--- src/rtl/ras_ckpt.sv ---
// Return address stack with speculative checkpoint/restore.
//
// The stack lives in a circular buffer: tos_q points at the top entry and
// cnt_q counts the valid entries, saturating at DEPTH. A push on a full stack
// wraps and silently overwrites the oldest entry. Popped entries are never
// cleared, which lets a restore bring back a deeper stack as long as the
// wrong path did not overwrite the entries below the repaired top.
//
// Request interface: flush_i, restore_i, push_i, pop_i and ckpt_i are
// single-cycle strobes sampled on every rising edge. There is no valid/ready
// handshake and no backpressure; every request is accepted in the cycle it is
// presented. Priority is flush, then restore, then push/pop/ckpt.
//
// DEPTH must be a power of two (>= 2) so that pointer arithmetic wraps
// naturally at PTR_W bits.
module ras_ckpt #(
    parameter int DEPTH   = 4,
    parameter int VLEN    = 64,
    parameter int NR_CKPT = 4
) (
    input  logic                                           clk_i,
    input  logic                                           rst_ni,
    input  logic                                           flush_i,
    input  logic                                           push_i,
    input  logic                                           pop_i,
    input  logic [VLEN-1:0]                                data_i,
    input  logic                                           ckpt_i,
    input  logic [((NR_CKPT > 1) ? $clog2(NR_CKPT) : 1)-1:0] ckpt_id_i,
    input  logic                                           restore_i,
    input  logic [((NR_CKPT > 1) ? $clog2(NR_CKPT) : 1)-1:0] restore_id_i,
    output logic [VLEN-1:0]                                ra_o,
    output logic                                           valid_o,
    output logic [$clog2(DEPTH+1)-1:0]                     count_o,
    output logic                                           overflow_o,
    output logic                                           underflow_o
);

    localparam int PTR_W = (DEPTH > 1) ? $clog2(DEPTH) : 1;
    localparam int CNT_W = $clog2(DEPTH + 1);
    localparam int ID_W  = (NR_CKPT > 1) ? $clog2(NR_CKPT) : 1;

    localparam logic [CNT_W-1:0] CNT_FULL = CNT_W'(DEPTH);
    localparam logic [CNT_W-1:0] CNT_ONE  = CNT_W'(1);
    localparam logic [PTR_W-1:0] PTR_ONE  = PTR_W'(1);

    // ------------------------------------------------------------------
    // Live stack state
    // ------------------------------------------------------------------
    logic [VLEN-1:0]  mem_q [DEPTH];
    logic [PTR_W-1:0] tos_q, tos_d;
    logic [CNT_W-1:0] cnt_q, cnt_d;

    // Single write port into the buffer; at most one writer per cycle.
    logic             mem_we;
    logic [PTR_W-1:0] mem_waddr;
    logic [VLEN-1:0]  mem_wdata;

    // ------------------------------------------------------------------
    // Checkpoint slots: pointer, count and a copy of the top entry
    // ------------------------------------------------------------------
    logic [PTR_W-1:0] slot_tos_q [NR_CKPT];
    logic [CNT_W-1:0] slot_cnt_q [NR_CKPT];
    logic [VLEN-1:0]  slot_top_q [NR_CKPT];

    logic [PTR_W-1:0] rd_tos;
    logic [CNT_W-1:0] rd_cnt;
    logic [VLEN-1:0]  rd_top;

    // ------------------------------------------------------------------
    // Request decode
    // ------------------------------------------------------------------
    logic             do_restore;
    logic             do_stack;
    logic             do_push;
    logic             do_pop;
    logic             do_swap;
    logic             do_ckpt;
    logic             is_full;
    logic             is_empty;
    logic [VLEN-1:0]  top_q;

    // Flush masks everything; restore masks stack ops and checkpoints.
    assign do_restore = restore_i & ~flush_i;
    assign do_stack   = ~flush_i & ~restore_i;
    assign do_push    = do_stack & push_i & ~pop_i;
    assign do_pop     = do_stack & pop_i & ~push_i;
    assign do_swap    = do_stack & push_i & pop_i;
    assign do_ckpt    = do_stack & ckpt_i;

    assign is_full    = (cnt_q == CNT_FULL);
    assign is_empty   = (cnt_q == '0);
    assign top_q      = mem_q[tos_q];

    // ------------------------------------------------------------------
    // Outputs
    // ------------------------------------------------------------------
    assign valid_o     = ~is_empty;
    assign ra_o        = is_empty ? '0 : top_q;
    assign count_o     = cnt_q;
    // A push on a full stack is the only way to lose the oldest entry.
    assign overflow_o  = do_push & is_full;
    // A pop on an empty stack is reported and otherwise ignored.
    assign underflow_o = do_pop & is_empty;

    // Select the restore source slot; ids past the last slot read as empty.
    always_comb begin
        rd_tos = '0;
        rd_cnt = '0;
        rd_top = '0;
        for (int s = 0; s < NR_CKPT; s++) begin
            if (restore_id_i == ID_W'(s)) begin
                rd_tos = slot_tos_q[s];
                rd_cnt = slot_cnt_q[s];
                rd_top = slot_top_q[s];
            end
        end
    end

    // Next pointer/count and the single buffer write for this cycle.
    always_comb begin
        tos_d     = tos_q;
        cnt_d     = cnt_q;
        mem_we    = 1'b0;
        mem_waddr = tos_q;
        mem_wdata = data_i;
        if (flush_i) begin
            // Entries stay in the buffer but become invisible.
            tos_d = '0;
            cnt_d = '0;
        end else if (do_restore) begin
            // Re-install the saved top in case the wrong path overwrote it.
            tos_d     = rd_tos;
            cnt_d     = rd_cnt;
            mem_we    = 1'b1;
            mem_waddr = rd_tos;
            mem_wdata = rd_top;
        end else if (do_swap) begin
            // Return immediately followed by a call: replace the top in place.
            mem_we    = 1'b1;
            mem_waddr = tos_q;
            mem_wdata = data_i;
            cnt_d     = is_empty ? CNT_ONE : cnt_q;
        end else if (do_push) begin
            tos_d     = tos_q + PTR_ONE;
            mem_we    = 1'b1;
            mem_waddr = tos_q + PTR_ONE;
            mem_wdata = data_i;
            cnt_d     = is_full ? cnt_q : cnt_q + CNT_ONE;
        end else if (do_pop && !is_empty) begin
            // The popped entry is kept so a later restore can still use it.
            tos_d = tos_q - PTR_ONE;
            cnt_d = cnt_q - CNT_ONE;
        end
    end

    // Pointer and count registers.
    always_ff @(posedge clk_i or negedge rst_ni) begin
        if (!rst_ni) begin
            tos_q <= '0;
            cnt_q <= '0;
        end else begin
            tos_q <= tos_d;
            cnt_q <= cnt_d;
        end
    end

    // Return address buffer, one write per cycle.
    always_ff @(posedge clk_i or negedge rst_ni) begin
        if (!rst_ni) begin
            for (int i = 0; i < DEPTH; i++) begin
                mem_q[i] <= '0;
            end
        end else if (mem_we) begin
            mem_q[mem_waddr] <= mem_wdata;
        end
    end

    // Checkpoint slots capture the pre-update state shown on the outputs.
    always_ff @(posedge clk_i or negedge rst_ni) begin
        if (!rst_ni) begin
            for (int s = 0; s < NR_CKPT; s++) begin
                slot_tos_q[s] <= '0;
                slot_cnt_q[s] <= '0;
                slot_top_q[s] <= '0;
            end
        end else if (flush_i) begin
            for (int s = 0; s < NR_CKPT; s++) begin
                slot_tos_q[s] <= '0;
                slot_cnt_q[s] <= '0;
                slot_top_q[s] <= '0;
            end
        end else if (do_ckpt) begin
            for (int s = 0; s < NR_CKPT; s++) begin
                if (ckpt_id_i == ID_W'(s)) begin
                    slot_tos_q[s] <= tos_q;
                    slot_cnt_q[s] <= cnt_q;
                    slot_top_q[s] <= top_q;
                end
            end
        end
    end

endmodule

--- config.mk ---
export PLATFORM = sky130hd
export DESIGN_NAME = ras_ckpt
export DESIGN_NICKNAME = d
export VERILOG_FILES = /design/src/rtl/ras_ckpt.sv
export SDC_FILE = /design/constraint.sdc
export NUM_CORES = 1
export LEC_CHECK = 0
export BUFFER_PORTS_ARGS = -buffer_cell sky130_fd_sc_hd__buf_2
export CORE_UTILIZATION = 55
export DETAILED_ROUTE_END_ITERATION = 6
export HOLD_SLACK_MARGIN = 0.05
export PLACE_DENSITY = 0.76
export SETUP_SLACK_MARGIN = 0.4
export SLEW_MARGIN = 0
export SYNTH_ARGS = -nofsm -noshare
export SYNTH_HDL_FRONTEND = slang
export SYNTH_SLANG_ARGS = --single-unit
export TNS_END_PERCENT = 1
--- constraint.sdc ---
create_clock -name clk_i -period 2.4 [get_ports clk_i]
set_input_delay 0.72 -clock clk_i [delete_from_list [all_inputs] [get_ports clk_i]]
set_output_delay 0.72 -clock clk_i [all_outputs]
set_load 0.02 [all_outputs]
==> reports/qor.yml <==
status: "complete, but fails checks"
violations: "setup timing"
grtUsageTotal: 0.305
finalInstanceArea_sq_um: 29900
avgViaCountPerCell: 6.01
die_w_um: 214
worstPathRequired_ns: 1.68
grt_antenna_before_repair: 3
multi_input_area_sq_um: 10500
post-route-drc-count: 0
start_util: 0.560
yosys_warnings: 0
ff_latch_area_sq_um: 13400
fin_crit_sh: 1.26
placed_cell_area_sq_um: 27500
crit_slowest_cell: "mux4_2"
grt_pass1_wl_um: 111000
dr.first_iter.drc_count: 2348
min_to: "mem_q[241]"
r2r_cells: 12
ys_top_cells_by_count: "nand2_1 (626), dfrtp_1 (537), a21oi_1 (472)"
clock_path_buffers: 3
end_kind: "output pin"
dp_hpwl_um: 42100
dr.pass1.iters: 6
period_needed_ns: 3.01
synth_top_cell_by_area: "dfrtp_1"
dp.cells: 3266
root_buffer: "clkbuf_16"
num_rows: 77
crit_chain: "buf_12 > clkbuf_16 > mux4_2 > and2_1 > buf_2"
syn-num-nets: 2634
ir_drop_v: 0.000551
ant_nets: 0
skew_ns: 0.0270
area_growth_pct: 20.6
final_core_util: 0.676
rsz0062_at_grt: "yes"
die_area_sq_um: 46000
synth_area_leaders: "dfrtp_1 (54%), a21oi_1 (9.5%), nand2_1 (9.5%)"
dominantRegCellSynth: "dfrtp_1"
ys_seq_area_frac: 0.541
io_pins: 145
rrSetupSlack_ns: -0.31
yosysMostFrequentCell: "nand2_1"
critPathKind: "reg -> out"
numCtsBuffers: 53
grt_max_degree: 199
synthCells: 2558
tightestPinTransition_ns: 0.901
timing.fmax_mhz: 332
p_leak_uw: 0.0137
globalRoute.totalOverflow: 0
coreArea_sq_um: 44300
fin_nets: 2828
die_h_um: 214
drive_gt1_frac: 0.199
vias: 20351
cp_max_fo: 5
synth_top_area_share: 0.541
clk_latency_ns: 0.62
cts_tree: "built"
max_slew_margin: 0.400
finalHoldViolCount: 0
dp_slack_ns: -0.187
syn_area_sq_um: 24800
cp-start-kind: "flop"
grt_pass1_vias: 20585
synth_edf_count: 0
cap_violations: 0
fin_cells: 3386
wl_per_cell_um: 20.8
port_buffers: 144
cts.reportedPaths.clkPinSlew_ns: 0.06
cp_slowest_stage_delay_ns: 0.54
syn_area_per_cell_sq_um: 9.70
drv_slew: 0
powerDensity_nw_per_um2: 856
fillers: 3220
holdWs_ns: 0.449
totalWireLength_um: 70500
rr_startpoint: "tos_q[0]"
worst_hold_path_type: "in -> reg"
min_path_cells: 3
synth_seq_cells: 537
timing.rr.end: "mem_q[37]"
synth_cell_types: 38
setup_slack_ns: -0.613
hold_start: "data_i[49]"
worst-endpoint-arrival_ns: 2.29
clock-sinks: 537
setup_viol: 318
htree_num_levels: 2
gp_congestion: 0.878
async_flop_share: 1.00
-- through the flow --
| stage | power (uW) | TNS [ns] |
|---|---|---|
| 3_5_place_dp | 17000 | -24.78 |
| 3_3_place_gp | 16600 | -13.86 |
| 6_report | 25600 | -63.50 |
| 2_1_floorplan | 14700 | 0 |
| 5_1_grt | 26700 | -81.29 |
| 4_1_cts | 25300 | -37.73 |
-- layout by cell type, fill, tap and decap left out, types with 4 or more instances in the layout --
master	instances
buf_2	110
buf_12	57
buf_8	4
clkbuf_8	14
clkbuf_16	59
nand2_1	622
and2_1	38
mux2i_1	194
mux4_2	69
clkinv_2	10
inv_1	69
clkbuf_1	12
a21oi_1	472
o21ai_0	61
buf_4	133
buf_6	35
o22ai_1	64
nor2b_1	4
and2_4	27
dfrtp_1	535
nand2_2	4
nor2_1	134
o21ai_1	6
-- cell type report --
cell class	count	share of cell area
diodes	2	0.000167
flip-flops and latches	537	0.449
repair buffers	346	0.110
clock buffers	80	0.0535
multi-input cells	1744	0.349
inverters	70	0.00878
well taps	592	0.0247
clock inverters	15	0.00447
-- sequential cells by signal, indices dropped and copies added, names as in the netlist --
register    cells
mem_q         256
slot_top_q    256
slot_cnt_q     12
slot_tos_q      8
count_o         3
tos_q           2
-- per-layer routing --
| metal | GRT usage | share of wire | vias up |
|---|---|---|---|
| li1 | - | - | 9039 |
| met1 | 0.401 | 0.40 | 10272 |
| met2 | 0.499 | 0.50 | 908 |
| met3 | 0.0589 | 0.079 | 130 |
| met4 | 0.124 | 0.025 | 2 |
| met5 | 0 | 0.00018 | - |
-- logic make-up after synthesis --
logic type	after synthesis	share of synthesized area
and+or+nand+nor	854	0.139
buffers and inverters	277	0.0454
DFF	537	0.541
AOI/OAI and AO/OA	615	0.129
xor gates and xnor gates	5	0.00176
adders and majority gates	1	0.000807
muxes	269	0.143
-- worst max-delay path, delay by kind of cell (launching register included) --
family | cells | cell delay (ns)
buffers and inverters | 3 | 0.46
and+or+nand+nor | 1 | 0.18
DFF | 1 | 0.47
muxes | 1 | 0.54
-- report_power, final --
group | switching, uW | internal [uW] | total [uW]
clock | 3520 | 4800 | 8310
sequential | 791 | 10500 | 11300
combinational | 3160 | 2840 | 6010
-- what timing repair did --
item                                    4_1_cts  5_1_grt
gates resized for setup                      51       70
setup buffers                                 0       17
pin swaps                                     4       10
gates cloned                                  0        5
hold buffers                                  1        0
hold endpoints to repair                     23        0
endpoints found under the setup margin      326      327
-- worst max-delay path by stage --
stage / startpoint / end / slack, ns
6_report: tos_q[0] / ra_o[52] / -0.61
5_1_grt: tos_q[0] / ra_o[27] / -0.64
4_1_cts: tos_q[0] / ra_o[55] / -0.65
3_5_place_dp: pop_i / mem_q[86] / -0.19
3_3_place_gp: restore_id_i[0] / mem_q[224] / -0.12
2_1_floorplan: restore_id_i[0] / mem_q[200] / 0.04
(Power assumes the default switching activity.)
